===== config.mk =====
export PLATFORM = sky130hd
export DESIGN_NAME = simple_circuit_selftest_flat
export DESIGN_NICKNAME = d
export VERILOG_FILES = /design/src/rtl/simple_circuit_pkg.sv /design/src/rtl/simple_circuit_if.sv /design/src/rtl/simple_circuit_selftest.sv /design/src/flat_wrapper.sv
export SDC_FILE = /design/constraint.sdc
export NUM_CORES = 1
export LEC_CHECK = 0
export CAP_MARGIN = 10
export CELL_PAD_IN_SITES_DETAIL_PLACEMENT = 0
export CELL_PAD_IN_SITES_GLOBAL_PLACEMENT = 1
export CORE_MARGIN = 1.5
export CORE_UTILIZATION = 43
export CTS_CLUSTER_SIZE = 30
export DETAILED_ROUTE_END_ITERATION = 6
export GPL_ROUTABILITY_DRIVEN = 0
export HOLD_SLACK_MARGIN = 0.08
export PLACE_DENSITY = 0.88
export SLEW_MARGIN = 10
export SYNTH_ARGS = -nofsm -noshare
export SYNTH_HDL_FRONTEND = slang
export SYNTH_SLANG_ARGS = --single-unit

===== constraint.sdc =====
create_clock -name clk -period 4 [get_ports clk]
set_clock_uncertainty 0.2 [all_clocks]
set_input_delay 0.8 -clock clk [delete_from_list [all_inputs] [get_ports clk]]
set_output_delay 0.8 -clock clk [all_outputs]
set_load 0.01 [all_outputs]

===== src/rtl/simple_circuit_pkg.sv =====
// Shared definitions for the simple-circuit built-in self-test.
//
// Contents:
//   state_e        - sequencer states (IDLE, SETTLE, CHECK, DONE)
//   PAT_W          - width of a stimulus pattern {C,B,A}
//   RESP_W         - width of a response {y,x}
//   NUM_PAT        - number of stimulus patterns walked per run
//   expected_resp  - golden model of the logic under test:
//                    x = (A & B) | ~C, y = ~C
package simple_circuit_pkg;

  localparam int PAT_W   = 3;
  localparam int RESP_W  = 2;
  localparam int NUM_PAT = 8;

  typedef enum logic [1:0] {
    IDLE   = 2'd0,
    SETTLE = 2'd1,
    CHECK  = 2'd2,
    DONE   = 2'd3
  } state_e;

  // Golden response for one stimulus pattern. Bit 0 of pat is A, bit 2 is C;
  // the result is packed as {y, x} with x in bit 0.
  function automatic logic [RESP_W-1:0] expected_resp(input logic [PAT_W-1:0] pat);
    logic a;
    logic b;
    logic c;
    a = pat[0];
    b = pat[1];
    c = pat[2];
    return {~c, (a & b) | ~c};
  endfunction

endpackage


===== src/rtl/simple_circuit_if.sv =====
// Bundle of the self-test sequencer's control, stimulus and status signals.
//
// Signals:
//   start      - request a new test run
//   stim_out   - {C,B,A} pattern driven into the logic under test
//   resp_in    - {y,x} returned by the logic under test
//   busy       - a run is in progress
//   done       - the last run has finished and results are valid
//   pass       - the finished run saw no mismatches
//   err_count  - number of mismatching patterns (0..8)
//   fail_vec   - bit p set when pattern p mismatched
//
// Modports:
//   master - the self-test sequencer
//   slave  - the surrounding top level / logic under test
interface simple_circuit_if;
  import simple_circuit_pkg::*;

  logic                 start;
  logic [PAT_W-1:0]     stim_out;
  logic [RESP_W-1:0]    resp_in;
  logic                 busy;
  logic                 done;
  logic                 pass;
  logic [3:0]           err_count;
  logic [NUM_PAT-1:0]   fail_vec;

  modport master (
    input  start,
    input  resp_in,
    output stim_out,
    output busy,
    output done,
    output pass,
    output err_count,
    output fail_vec
  );

  modport slave (
    output start,
    output resp_in,
    input  stim_out,
    input  busy,
    input  done,
    input  pass,
    input  err_count,
    input  fail_vec
  );

endinterface


===== src/rtl/simple_circuit_selftest.sv =====
// Built-in self-test sequencer for the simple-circuit logic.
//
// Walks all eight {C,B,A} patterns through the logic under test, holds each
// one for SETTLE_CYCLES cycles, then spends one CHECK cycle comparing the
// response against the golden model. Mismatches are recorded per pattern in
// fail_vec and counted in err_count; pass is raised on completion when no
// pattern mismatched.
//
// Ports:
//   clk  - single clock, rising edge
//   rst  - asynchronous, active-high reset
//   bus  - simple_circuit_if master modport (start, stimulus, response, status)
//
// Parameter:
//   SETTLE_CYCLES - cycles each pattern is held before sampling (1..15)
module simple_circuit_selftest
  import simple_circuit_pkg::*;
#(
  parameter int SETTLE_CYCLES = 2
) (
  input  logic               clk,
  input  logic               rst,
  simple_circuit_if.master   bus
);

  localparam logic [3:0]       SETTLE_LAST = 4'(SETTLE_CYCLES - 1);
  localparam logic [PAT_W-1:0] LAST_PAT    = PAT_W'(NUM_PAT - 1);

  state_e               state_q, state_d;
  logic [PAT_W-1:0]     pat_idx_q, pat_idx_d;
  logic [3:0]           settle_cnt_q, settle_cnt_d;
  logic                 busy_q, busy_d;
  logic                 done_q, done_d;
  logic                 pass_q, pass_d;
  logic [3:0]           err_count_q, err_count_d;
  logic [NUM_PAT-1:0]   fail_vec_q, fail_vec_d;

  logic                 mismatch;
  logic [3:0]           err_next;
  logic [NUM_PAT-1:0]   fail_next;

  // Result of the pattern currently applied. Only consumed in CHECK, where
  // resp_in has had at least one full cycle to settle behind the registered
  // stimulus.
  always_comb begin
    mismatch  = (bus.resp_in != expected_resp(pat_idx_q));
    err_next  = err_count_q + 4'(mismatch);
    fail_next = fail_vec_q;
    if (mismatch) begin
      fail_next[pat_idx_q] = 1'b1;
    end
  end

  // Sequencer next-state logic. The stimulus is the pattern index itself, so
  // it advances on the same edge that re-enters SETTLE and naturally holds
  // the last pattern (7) once DONE is reached.
  always_comb begin
    state_d      = state_q;
    pat_idx_d    = pat_idx_q;
    settle_cnt_d = settle_cnt_q;
    busy_d       = busy_q;
    done_d       = done_q;
    pass_d       = pass_q;
    err_count_d  = err_count_q;
    fail_vec_d   = fail_vec_q;

    case (state_q)
      IDLE, DONE: begin
        if (bus.start) begin
          state_d      = SETTLE;
          pat_idx_d    = '0;
          settle_cnt_d = '0;
          busy_d       = 1'b1;
          done_d       = 1'b0;
          pass_d       = 1'b0;
          err_count_d  = '0;
          fail_vec_d   = '0;
        end
      end

      SETTLE: begin
        settle_cnt_d = settle_cnt_q + 4'd1;
        if (settle_cnt_q == SETTLE_LAST) begin
          state_d = CHECK;
        end
      end

      CHECK: begin
        err_count_d = err_next;
        fail_vec_d  = fail_next;
        if (pat_idx_q == LAST_PAT) begin
          // pass must include the verdict of this final pattern, so it is
          // derived from the updated count rather than the registered one.
          state_d = DONE;
          busy_d  = 1'b0;
          done_d  = 1'b1;
          pass_d  = (err_next == 4'd0);
        end else begin
          state_d      = SETTLE;
          pat_idx_d    = pat_idx_q + 1'b1;
          settle_cnt_d = '0;
        end
      end

      default: begin
        state_d = IDLE;
      end
    endcase
  end

  // State and result registers; reset discards any partial run at once.
  always_ff @(posedge clk or posedge rst) begin
    if (rst) begin
      state_q      <= IDLE;
      pat_idx_q    <= '0;
      settle_cnt_q <= '0;
      busy_q       <= 1'b0;
      done_q       <= 1'b0;
      pass_q       <= 1'b0;
      err_count_q  <= '0;
      fail_vec_q   <= '0;
    end else begin
      state_q      <= state_d;
      pat_idx_q    <= pat_idx_d;
      settle_cnt_q <= settle_cnt_d;
      busy_q       <= busy_d;
      done_q       <= done_d;
      pass_q       <= pass_d;
      err_count_q  <= err_count_d;
      fail_vec_q   <= fail_vec_d;
    end
  end

  assign bus.stim_out  = pat_idx_q;
  assign bus.busy      = busy_q;
  assign bus.done      = done_q;
  assign bus.pass      = pass_q;
  assign bus.err_count = err_count_q;
  assign bus.fail_vec  = fail_vec_q;

endmodule


===== src/flat_wrapper.sv =====
// flat-port wrapper written by rule: the top's interface ports become plain ports
module simple_circuit_selftest_flat import simple_circuit_pkg::*;
#(
  parameter int SETTLE_CYCLES = 2
)
  (clk, rst, bus_start, bus_resp_in, bus_stim_out, bus_busy, bus_done, bus_pass, bus_err_count, bus_fail_vec);
  simple_circuit_if bus_i ();
  input  logic clk;
  input  logic rst;
  input wire logic [$bits(bus_i.start)-1:0] bus_start;
  input wire logic [$bits(bus_i.resp_in)-1:0] bus_resp_in;
  output wire logic [$bits(bus_i.stim_out)-1:0] bus_stim_out;
  output wire logic [$bits(bus_i.busy)-1:0] bus_busy;
  output wire logic [$bits(bus_i.done)-1:0] bus_done;
  output wire logic [$bits(bus_i.pass)-1:0] bus_pass;
  output wire logic [$bits(bus_i.err_count)-1:0] bus_err_count;
  output wire logic [$bits(bus_i.fail_vec)-1:0] bus_fail_vec;
  assign bus_i.start = bus_start;
  assign bus_i.resp_in = bus_resp_in;
  assign bus_stim_out = bus_i.stim_out;
  assign bus_busy = bus_i.busy;
  assign bus_done = bus_i.done;
  assign bus_pass = bus_i.pass;
  assign bus_err_count = bus_i.err_count;
  assign bus_fail_vec = bus_i.fail_vec;
  simple_circuit_selftest #(.SETTLE_CYCLES(SETTLE_CYCLES)) u_core (.clk(clk), .rst(rst), .bus(bus_i));
endmodule

==> run_results.csv, run 1 <==
group,metric,value,unit
synth,ys_ff_latch,24,
clock_network,worstSkewPairLatency,0.30,ns
floorplanning,die_h,59.4,um
global_route,antenna_found_initial,0,
drt,postRouteAntennaNets,0,
drt,wl_per_cell,14.3,um
global_route,overflow,0,
floorplanning,die_area,3530,um2
setup_path,crit_slowest_cell,"dfrtp_1",
setup_path,path_cells,"ha_1 > inv_1 > ha_1 > xor2_1 > nand2_1 > ha_1 > ha_1 > nand2b_1 > nor4_1 > a41o_1",
synth,syn_inst,133,
setup_path,critPathLaunchType,"flop",
clock_network,cts_resized,0,
synth,ys_seq_area_frac,0.439,
timing,max_freq,377,MHz
pwr,p_leak,0.715,nW
synth,syn_area,1370,um2
placement,dp_cells,192,
clock_network,clockBufferDepth,2,
clock_network,cts_sinks,24,
floorplanning,core_area,3030,um2
finish,area_growth,19.5,%
setup_path,crit_type,"flop to flop",
clock_network,cts_buffers,3,
synth,syn_nets,148,
timing,tns,0,ns
run,drv_cap,0,
timing,slew_violations,0,
synth,yosys_warnings,0,
finish,drive_above_1_share,0.0331,
setup_path,cp_max_fo,10,
setup_path,cp_common_cell,"ha_1",
floorplanning,rows,20,
setup_path,slowest_delay,0.56,ns
clock_network,cts_tree,"yes",
global_route,grt_pass1_wl,4910,um
drt,wl,2790,um
global_route,grt_usage,0.183,
timing,period_minus_slack,2.65,ns
timing,period_share,0.663,
floorplanning,io_pins,23,
clock_network,cts-hold-fix-buffers,0,
pwr,p_per_area,505,nW/um2
placement,numPortBuffers,22,
drt,firstDrtPassIters,4,
synth,avgSynthCellArea,10.3,um2
setup_path,endpoint_kind,"flop",
drt,vias,1089,
setup_path,crit_required,4.05,ns
timing,finalHoldViolCount,0,
timing,maxSlewHeadroom,0.408,
timing,hold_ws,0.306,ns
global_route,grt_max_degree,25,
synth,synth_ff_type,"dfrtp_1",
run_status,status,"completed",
finish,final_cell_count_no_fill,195,
clock_network,cts_setup_buffers,0,
timing,rsz0062_at_grt,"false",
drt,dr.first_iter.drc_count,24,
synth,synthArstFlopShare,1.00,
clock_network,htreeDepth,1,
setup_path,worstPathArrival,2.70,ns
clock_network,clkSlewWorstSetupHoldPaths,0.12,ns
floorplanning,initial_core_util,0.452,
global_route,grt_pass1_vias,1123,
finish,final_core_util,0.540,
pwr,peakVddDrop,0.395,mV
clock_network,ctsRootBufferMaster,"clkbuf_4",
synth,synth_cell_types,36,
drt,drc,0,
hold_path,min_path_type,"flop to flop",
synth,synth_edf_count,0,
finish,nNetsFinal,168,
timing,setup_viol,0,
floorplanning,fp.dieW,59.4,um
timing,worst_pin_slew,0.887,ns
drt,routed_via_density,5.58,
placement,dp_hpwl,2060,um
finish,antenna_cells,0,
routing by layer:
metal,vias up,global-route usage,routed length [um]
met3,2,0.0480,80
met5,-,0,0
li1,525,-,-
met1,541,0.242,1340
met2,21,0.301,1360
met4,0,0.0390,10
synthesized netlist by cell type (2+ instances only):
cell type  number  area share
o221ai_1        3       0.019
a22oi_1         2       0.011
ha_1           10       0.091
nand3_1         2      0.0073
nand4_1         2      0.0091
nand2b_1        3       0.014
o21ai_1         7       0.026
mux2i_1         6       0.044
a32o_1          6       0.044
a21oi_1         2      0.0073
nor2b_1         7       0.032
buf_2           4       0.015
clkbuf_1        3      0.0082
inv_1          11       0.030
nand2_1        13       0.036
or3b_1          2       0.013
o31ai_1         6       0.033
dfrtp_1        24        0.44
xor2_1          3       0.019
per-stage QoR:
step	instance area [um2]	total power, mW	worst slack [ns]
after floorplan	1370	0.612	1.58
after global placement	1610	0.708	1.10
after detailed placement	1610	0.731	1.07
after CTS	1630	0.832	1.33
after global routing	1630	0.891	1.15
final	1630	0.825	1.35
layout make-up:
| class | instances | area [um2] |
|---|---|---|
| Fill cell | 275 | 1390 |
| Sequential cell | 24 | 601 |
| Clock buffer | 3 | 22.5 |
| Inverter | 11 | 41.3 |
| Timing Repair Buffer | 22 | 220 |
| Tap cell | 44 | 55.1 |
| Multi-Input combinational cell | 91 | 694 |
where the power goes:
group | internal (mW) | total [mW] | switching [mW] | leakage (nW)
registers | 0.283 | 0.332 | 0.0494 | 0.324
clock network | 0.0351 | 0.0998 | 0.0646 | 0.0138
logic | 0.164 | 0.393 | 0.230 | 0.378
path summary, 6_finish.rpt:
path	slack (ns)	cells after the start	from	end
setup / recovery	1.35	10	u_core.bus.stim_out[1]	u_core.bus.pass
hold / removal	0.31	1	u_core.bus.fail_vec[0]	u_core.bus.fail_vec[0]
setup reg to reg	1.35	10	u_core.bus.stim_out[1]	u_core.bus.pass
hold reg to reg	0.31	1	u_core.bus.fail_vec[0]	u_core.bus.fail_vec[0]
max in group asynchronous	2.29	2	rst	u_core.bus.stim_out[0]
min in group asynchronous	0.77	2	rst	u_core.bus.fail_vec[5]
cell families after synthesis:
family | share of synthesized area
AND/OR/NAND/NOR | 0.146
AO/OA/AOI/OAI | 0.207
flip-flops | 0.439
adder cells (fa/ha/maj) | 0.0915
buffers and inverters | 0.0531
XOR/XNOR | 0.0192
multiplexers | 0.0439
registers in the layout, summed over array words and instances (netlist names):
signal	count
u_core.bus.done	1
u_core.bus.err_count	4
u_core.bus.fail_vec	8
u_core.settle_cnt_q	4
u_core.bus.stim_out	3
u_core.bus.pass	1
u_core.state_q	2
u_core.bus.busy	1
cells in the final DEF, fill, tap and decap left out, types with 3 or more instances in the layout:
cell type / Yosys / routed
a32o_1: 6 / 6
clkbuf_4: 0 / 3
clkdlybuf4s50_1: 0 / 22
dfrtp_1: 24 / 24
ha_1: 10 / 10
inv_1: 11 / 11
mux2i_1: 6 / 6
nand2_1: 13 / 13
nand2b_1: 3 / 3
nor2b_1: 7 / 7
o21ai_1: 7 / 7
o221ai_1: 3 / 3
o31ai_1: 6 / 6
xor2_1: 3 / 3
critical path: cells and delay by family, from the launching register on:
kind | cells | cell delay, ns
XOR/XNOR | 1 | 0.26
adder cells (fa/ha/maj) | 4 | 0.92
AND/OR/NAND/NOR | 3 | 0.41
buffers and inverters | 1 | 0.05
AO/OA/AOI/OAI | 1 | 0.21
flip-flops | 1 | 0.56
Power figures use the tool's default switching activity.
==> inputs of run 2 (changes only) <==
- CORE_UTILIZATION: 43 -> 40
- PLACE_DENSITY: 0.88 -> 0.83
- clock period: 4 -> 2.62 ns (I/O delays scaled with it)
==> run 2 against run 1 <==
Effect of this change:
- worst hold slack got worse by 0.0076 ns
- flip-flop and latch count unchanged
- combinational power up 71%
- fmax rose by 11%
- largest cell class unchanged
- largest power group unchanged
==> run_results.csv, run 2 (synthesis results as in run 1) <==
group,metric,value,unit
setup_path,worstPathArrival,2.45,ns
hold_path,min_path_type,"flop to flop",
finish,fillers,304,
timing,period_share,0.912,
placement,dp_cells,201,
setup_path,cp_max_fo,2,
clock_network,cts_tree,"yes",
setup_path,crit_cells,10,
timing,rsz0062_at_grt,"false",
clock_network,cts-hold-fix-buffers,0,
timing,setup_slack,0.230,ns
global_route,grt_pass1_wl,4860,um
hold_path,hold_depth,2,
floorplanning,die_h,61.5,um
drt,wl_per_cell,14.1,um
timing,worst_pin_slew,0.577,ns
drt,vias,1110,
finish,antenna_cells,0,
drt,routed_via_density,5.44,
floorplanning,core_area,3310,um2
setup_path,path_cells,"ha_1 > inv_1 > ha_1 > xor2_1 > nand2_1 > ha_1 > ha_1 > nand2b_1 > nor4_1 > a41o_1",
floorplanning,io_pins,23,
run,drv_cap,0,
global_route,antenna_found_initial,0,
finish,layout_commonest_cell,"dfrtp_1",
drt,drc,0,
setup_path,critPathTopFamily,"adder cells",
drt,dr.first_iter.drc_count,76,
clock_network,clockBufferDepth,2,
global_route,grt_usage,0.176,
global_route,overflow,0,
finish,multi_input_area,694,um2
clock_network,cts_sinks,24,
finish,nNetsFinal,175,
finish,area_growth,23.5,%
timing,maxSlewHeadroom,0.615,
pwr,p_per_area,776,nW/um2
drt,firstDrtPassIters,4,
drt,highest_layer,"met4",
setup_path,r2r_cells,10,
finish,seq_area,601,um2
setup_path,slowest_delay,0.40,ns
clock_network,cts_resized,0,
clock_network,cts_buffers,3,
setup_path,crit_slowest_cell,"dfrtp_1",
pwr,p_leak,0.751,nW
run_status,status,"completed",
setup_path,crit_required,2.68,ns
drt,routed-wl-met2,1350,um
clock_network,ctsRootBufferMaster,"clkbuf_4",
timing,tns,0,ns
drt,wl,2880,um
setup_path,endpoint_kind,"flop",
global_route,grt_max_degree,25,
timing,period_minus_slack,2.39,ns
floorplanning,die_area,3780,um2
clock_network,htreeDepth,1,
finish,drive_above_1_share,0.0759,
drt,postRouteAntennaNets,0,
setup_path,critPathLaunchType,"flop",
drt,wl_met1,1360,um
floorplanning,rows,21,
global_route,grt_pass1_vias,1083,
clock_network,clkSlewWorstSetupHoldPaths,0.12,ns
finish,largest_reg_flops,8,
finish,mostFrequentLayoutCells,"dfrtp_1, clkdlybuf4s50_1, nand2_1, inv_1, ha_1",
finish,final_cell_count_no_fill,204,
placement,numPortBuffers,22,
floorplanning,initial_core_util,0.413,
pwr,peakVddDrop,0.423,mV
setup_path,critPathBufInv,1,
setup_path,crit_type,"flop to flop",
setup_path,cp_common_cell,"ha_1",
timing,max_freq,418,MHz
timing,slew_violations,0,
placement,dp_hpwl,2060,um
clock_network,cts_setup_buffers,0,
timing,setup_viol,0,
floorplanning,fp.dieW,61.5,um
placement,place_worst_setup_slack,-0.0482,ns
clock_network,worstSkewPairLatency,0.31,ns
timing,finalHoldViolCount,0,
drt,wl_met3,104,um
## run 2: per-layer routing
metal,GRT usage,vias to the layer above
li1,-,540
met5,0,-
met2,0.286,22
met4,0.0760,0
met1,0.231,542
met3,0.0294,6
## run 2: final cells by class
| cell class | count | share of cell area |
|---|---|---|
| tap | 46 | 0.0341 |
| inverter | 11 | 0.0244 |
| clock buffer | 3 | 0.0133 |
| sequential | 24 | 0.356 |
| multi-input combinational | 91 | 0.411 |
| timing repair buffer | 29 | 0.161 |
## run 2: worst paths after layout
path,startpoint,endpoint,slack [ns]
max reg2reg,u_core.bus.stim_out[0],u_core.bus.pass,0.23
max in group asynchronous,rst,u_core.state_q[0],1.65
min in group asynchronous,rst,u_core.bus.fail_vec[3],0.33
min reg2reg,u_core.bus.fail_vec[7],u_core.bus.fail_vec[7],0.30
max,u_core.bus.stim_out[0],u_core.bus.pass,0.23
min,u_core.bus.fail_vec[7],u_core.bus.fail_vec[7],0.30
## run 2: stage by stage
stage / utilization / area, um2 / hold WS [ns] / total power [mW]
floorplan: - / 1370 / 0.252 / 0.935
global placement: 0.503 / 1670 / 0.264 / 1.12
detailed placement: 0.503 / 1670 / 0.270 / 1.16
CTS: 0.510 / 1690 / 0.299 / 1.32
global route: 0.510 / 1690 / 0.329 / 1.43
finish: 0.510 / 1690 / 0.298 / 1.31
## run 2: report_power, final
group	internal, mW	switching, mW	leakage (nW)
Combinational	0.285	0.387	0.413
Clock	0.0539	0.108	0.0138
Sequential	0.432	0.0445	0.324
## run 2: worst min-delay path, delay by kind of cell, from the launching register on
kind	cells	cell delay, ns
compound gates	1	0.06
flops	1	0.37
simple gates	1	0.05
==> patch 1: new RTL, config.mk and constraints of run 2 <==
Encoding of `state_e`: now one-hot (4 bits for 4 states).
--- a/src/rtl/simple_circuit_pkg.sv
+++ b/src/rtl/simple_circuit_pkg.sv
@@ -13,11 +13,11 @@
   localparam int RESP_W  = 2;
   localparam int NUM_PAT = 8;
 
-  typedef enum logic [1:0] {
-    IDLE   = 2'd0,
-    SETTLE = 2'd1,
-    CHECK  = 2'd2,
-    DONE   = 2'd3
+  typedef enum logic [3:0] {
+    IDLE   = 4'b0001,
+    SETTLE = 4'b0010,
+    CHECK  = 4'b0100,
+    DONE   = 4'b1000
   } state_e;
 
   // Golden response for one stimulus pattern. Bit 0 of pat is A, bit 2 is C;
Formal check against the unedited RTL: no difference found for any inputs over 10 cycles, from zero or initial values and one cycle with rst high; not proved beyond that.
==> patch 1 against run 2 <==
  * Routed wire length down 2.7%
  * Sequential cell count up 2
  * Core utilization up 0.60 points
  * Setup slack worse by 0.020 ns
  * First-iteration DRC count down 74%
  * Area after synthesis up 0.55%
  * Highest routed layer unchanged
  * Cell area up 1.2%
  * Fmax down 0.81%
  * Critical path type unchanged
Power is not compared: it rests on default switching activity, and its combinational part moved more than twofold at a synthesized area within 25%.
==> patch 1: results (changes against run 2) <==
- Outcome: finished clean (unchanged)
- Maximum fanout along the worst path: 3 (was 2)
- Distinct cells, synth: 42 (was 36)
- Post-route minimum period: 2.41 ns (was 2.39 ns)
- Seq/Total Area, Yosys: 47.4% (was 43.9%)
- Most frequent cells after synthesis: 25 x dfrtp_1, 14 x nand2_1, 7 x a22o_1, 7 x ha_1, 7 x nor2_1 (was 24 x dfrtp_1, 13 x nand2_1, 11 x inv_1)
- Fillers: 319 (was 304)
- Area post-placement: 1670 um^2 (about the same)
- Hold EP: u_core.bus.done$_DFFE_PP0P_ (was u_core.bus.fail_vec[7]$_DFFE_PP0P_)
- Smallest hold slack: 0.291 ns (was 0.298 ns)
- Share of cells above drive strength 1: 11.5% (was 7.59%)
- Finished Cell Area: 1710 um^2 (was 1690 um^2)
- Clk slew on worst S/H paths: 0.14 ns (was 0.12 ns)
- Global-route wire length before repair: 4.56 mm (was 4.86 mm)
- R2R setup slack: 0.21 ns (was 0.23 ns)
- # nets final: 170 (was 175)
- Compound-Gate Fraction of Synth Area: 17.4% (was 20.7%)
- Largest family of logic cells by synthesized area: simple AND/OR/NAND/NOR gates (was compound AO/OA/AOI/OAI gates)
- Post-Synth Adder-Cell Area: 6.37% (was 9.15%)
- GRT Overall Usage: 15.9% (was 17.6%)
- Pin count of the biggest net entering global routing: 27 (was 25)
- Hold Startpoint: u_core.bus.done$_DFFE_PP0P_ (was u_core.bus.fail_vec[7]$_DFFE_PP0P_)
- Length in cells of the worst reg-to-reg path: 11 (was 10)
- Pre-CTS setup slack: 0.0149 ns (was -0.0482 ns)
- XOR/XNOR Fraction of Synth Area: 4.37% (was 1.92%)
- Top cells by area, synth: dfrtp_1 45%, ha_1 6.4%, a22o_1 4.5% (was dfrtp_1 44%, ha_1 9.1%, a32o_1 4.4%)
- Post-DR vias/cell: 5.43 (was 5.44)
- Post-Syn Nets: 141 (was 148)
patch 1: cell types whose count changed after synthesis, sizes merged, moves of 4 or more:
cell / before / now
nor3b: 0 / 5
mux2i: 6 / 0
nor2: 1 / 7
o31ai: 6 / 2
nor2b: 7 / 1
inv: 11 / 6
a22o: 1 / 7
patch 1: power by group through the flow:
stage	registers [uW]	logic [uW]	clock network, uW
floorplan	502	258	0
global placement	526	300	0
detailed placement	532	313	0
CTS	525	312	212
global route	531	352	230
finish	524	310	202
patch 1: per-layer routing:
layer / track usage [%] / vias up / routed length (um)
met2: 26.5 / 12 / 1430
met4: 6.99 / 0 / 22
met1: 20.3 / 558 / 1280
li1: - / 531 / -
met3: 2.52 / 2 / 67
met5: 0 / - / 0
patch 1: cell type report:
type                            instances  area share (%)
Tap cell                               46            3.37
Sequential cell                        26            38.1
Timing Repair Buffer                   30            16.4
Clock buffer                            4            2.12
Inverter                                6            1.32
Multi-Input combinational cell         91            38.7
==> patch 2: new RTL, flow settings as in run 2 <==
Made on the original files. The package constant `NUM_PAT` goes from 8 to 7.
--- a/src/rtl/simple_circuit_pkg.sv
+++ b/src/rtl/simple_circuit_pkg.sv
@@ -11,7 +11,7 @@
 
   localparam int PAT_W   = 3;
   localparam int RESP_W  = 2;
-  localparam int NUM_PAT = 8;
+  localparam int NUM_PAT = 7;
 
   typedef enum logic [1:0] {
     IDLE   = 2'd0,
Ports: changed (resized bus_fail_vec); port bits go from 23 to 22. No check against the original RTL was run, so the function may have changed too.
==> patch 2 against run 2 <==
  * Sequential cell count down 1
  * Cell area about the same
  * Total power up 18%
  * Fmax down 5.8%
  * Setup slack worse by 0.15 ns
  * Routed wire length down 4.0%
  * First-iteration DRC count down 76%
  * Area after synthesis down 3.5%
  * Critical path depth up 1
  * Largest power group unchanged
==> patch 2: results (changes against run 2) <==
- Clk slew on worst S/H paths: 0.14 ns (was 0.12 ns)
- Global-route wire length before repair: 4.88 mm (was 4.86 mm)
- Clk_lat worst skew: 0.32 ns
- # nets final: 173 (was 175)
- Sw Share: 41.8% (was 41.2%)
- Fillers: 316 (was 304)
- Pin count of the biggest net entering global routing: 24 (was 25)
- CTS root buf: clkbuf_4 (unchanged)
- Peak VDD IR: 0.538 mV (was 0.423 mV)
- Post-Syn Nets: 144 (was 148)
- Mean cell area of the mapped netlist: 10.2 um^2 (was 10.3 um^2)
- Pre-CTS setup slack: -0.141 ns (was -0.0482 ns)
- Top cells by area, synth: dfrtp_1 44%, ha_1 9.5%, a32o_1 4.5% (was dfrtp_1 44%, ha_1 9.1%, a32o_1 4.4%)
- Post-Layout Cell Count: 201 (was 204)
- Length in cells of the worst reg-to-reg path: 11 (was 10)
- Vias: 1069 (was 1110)
- Arr. time, crit path: 2.55 ns (was 2.45 ns)
- Mux share of post-synthesis cell area: 3.89% (was 4.39%)
- GRT Overall Usage: 17.7% (was 17.6%)
- Post-Synth Adder-Cell Area: 9.48% (was 9.15%)
- Least-Margin Pin Slew: 0.764 ns (was 0.577 ns)
- Number of DRC markers in iteration 0: 18 (was 76)
- Routed wire length: 2.76 mm (was 2.88 mm)
- Outcome: finished clean (unchanged)
- DP HPWL: 2.07 mm (was 2.06 mm)
- Most frequent cells after synthesis: 23 x dfrtp_1, 12 x nand2_1, 11 x o21ai_0 (was 24 x dfrtp_1, 13 x nand2_1, 11 x inv_1)
- Compound-Gate Fraction of Synth Area: 20.8% (was 20.7%)
- XOR/XNOR Fraction of Synth Area: 1.99% (was 1.92%)
- Share of cells above drive strength 1: 15.3% (was 7.59%)
- Largest register FFs: 7 (was 8)
- Area post-placement: 1600 um^2 (was 1670 um^2)
- TritonRoute pass-1 iters: 4 (unchanged)
- I/O Buffers: 21 (was 22)
- Leak: 0.000719 uW (was 0.000751 uW)
- Maximum fanout along the worst path: 3 (was 2)
- R2R setup slack: 0.08 ns (was 0.23 ns)
patch 2: cell count changes after synthesis, sizes merged, moves of 3 or more:
cell,change
nand3,+4
o21ai,+4
nor2b,-4
inv,-3
clkbuf,-3
o31ai,-6
nor2,+7
patch 2: worst max-delay path, delay by kind of cell (launching register included):
kind / cells / cell delay, ns
AO/OA/AOI/OAI: 2 / 0.49
XOR/XNOR: 1 / 0.17
adder cells (fa/ha/maj): 4 / 0.69
buffers and inverters: 1 / 0.06
flip-flops: 1 / 0.41
AND/OR/NAND/NOR: 3 / 0.40
patch 2: how the worst min path moves through the flow:
stage	slack, ns	cells past startpoint	startpoint	to
2_1_floorplan	0.30	2	u_core.settle_cnt_q[3]$_DFFE_PP0P_	u_core.settle_cnt_q[3]$_DFFE_PP0P_
3_5_place_dp	0.28	1	u_core.bus.fail_vec[3]$_DFFE_PP0P_	u_core.bus.fail_vec[3]$_DFFE_PP0P_
6_report	0.30	1	u_core.bus.fail_vec[3]$_DFFE_PP0P_	u_core.bus.fail_vec[3]$_DFFE_PP0P_
4_1_cts	0.31	1	u_core.bus.fail_vec[3]$_DFFE_PP0P_	u_core.bus.fail_vec[3]$_DFFE_PP0P_
3_3_place_gp	0.27	1	u_core.bus.fail_vec[1]$_DFFE_PP0P_	u_core.bus.fail_vec[1]$_DFFE_PP0P_
5_1_grt	0.34	1	u_core.bus.fail_vec[0]$_DFFE_PP0P_	u_core.bus.fail_vec[0]$_DFFE_PP0P_
patch 2: power groups by stage:
stage | clock, uW | combinational (uW) | sequential (uW)
2_1_floorplan | 0 | 516 | 559
3_3_place_gp | 0 | 791 | 523
3_5_place_dp | 0 | 813 | 530
4_1_cts | 177 | 817 | 523
5_1_grt | 191 | 959 | 542
6_report | 169 | 847 | 527
patch 2: metal layers:
layer | vias to the layer above | part of all wire [%] | track usage [%]
met3 | 2 | 4.1 | 4.90
met5 | - | 0 | 0
met2 | 21 | 50 | 30.9
met1 | 520 | 45 | 21.9
li1 | 526 | - | -
met4 | 0 | 0.72 | 4.04
patch 2: timing repair:
action	CTS	global route
buffers inserted	0	1
resized for setup	0	10
setup endpoints to repair	0	2
patch 2: cell type report:
| type | instances | area, um^2 | share of cell area [%] |
|---|---|---|---|
| well taps | 44 | 55.1 | 3.26 |
| clock buffers | 3 | 22.5 | 1.33 |
| clock inverters | 1 | 5.00 | 0.297 |
| inverters | 8 | 30.0 | 1.78 |
| multi-input cells | 93 | 729 | 43.2 |
| flip-flops and latches | 23 | 576 | 34.1 |
| repair buffers | 29 | 270 | 16.0 |
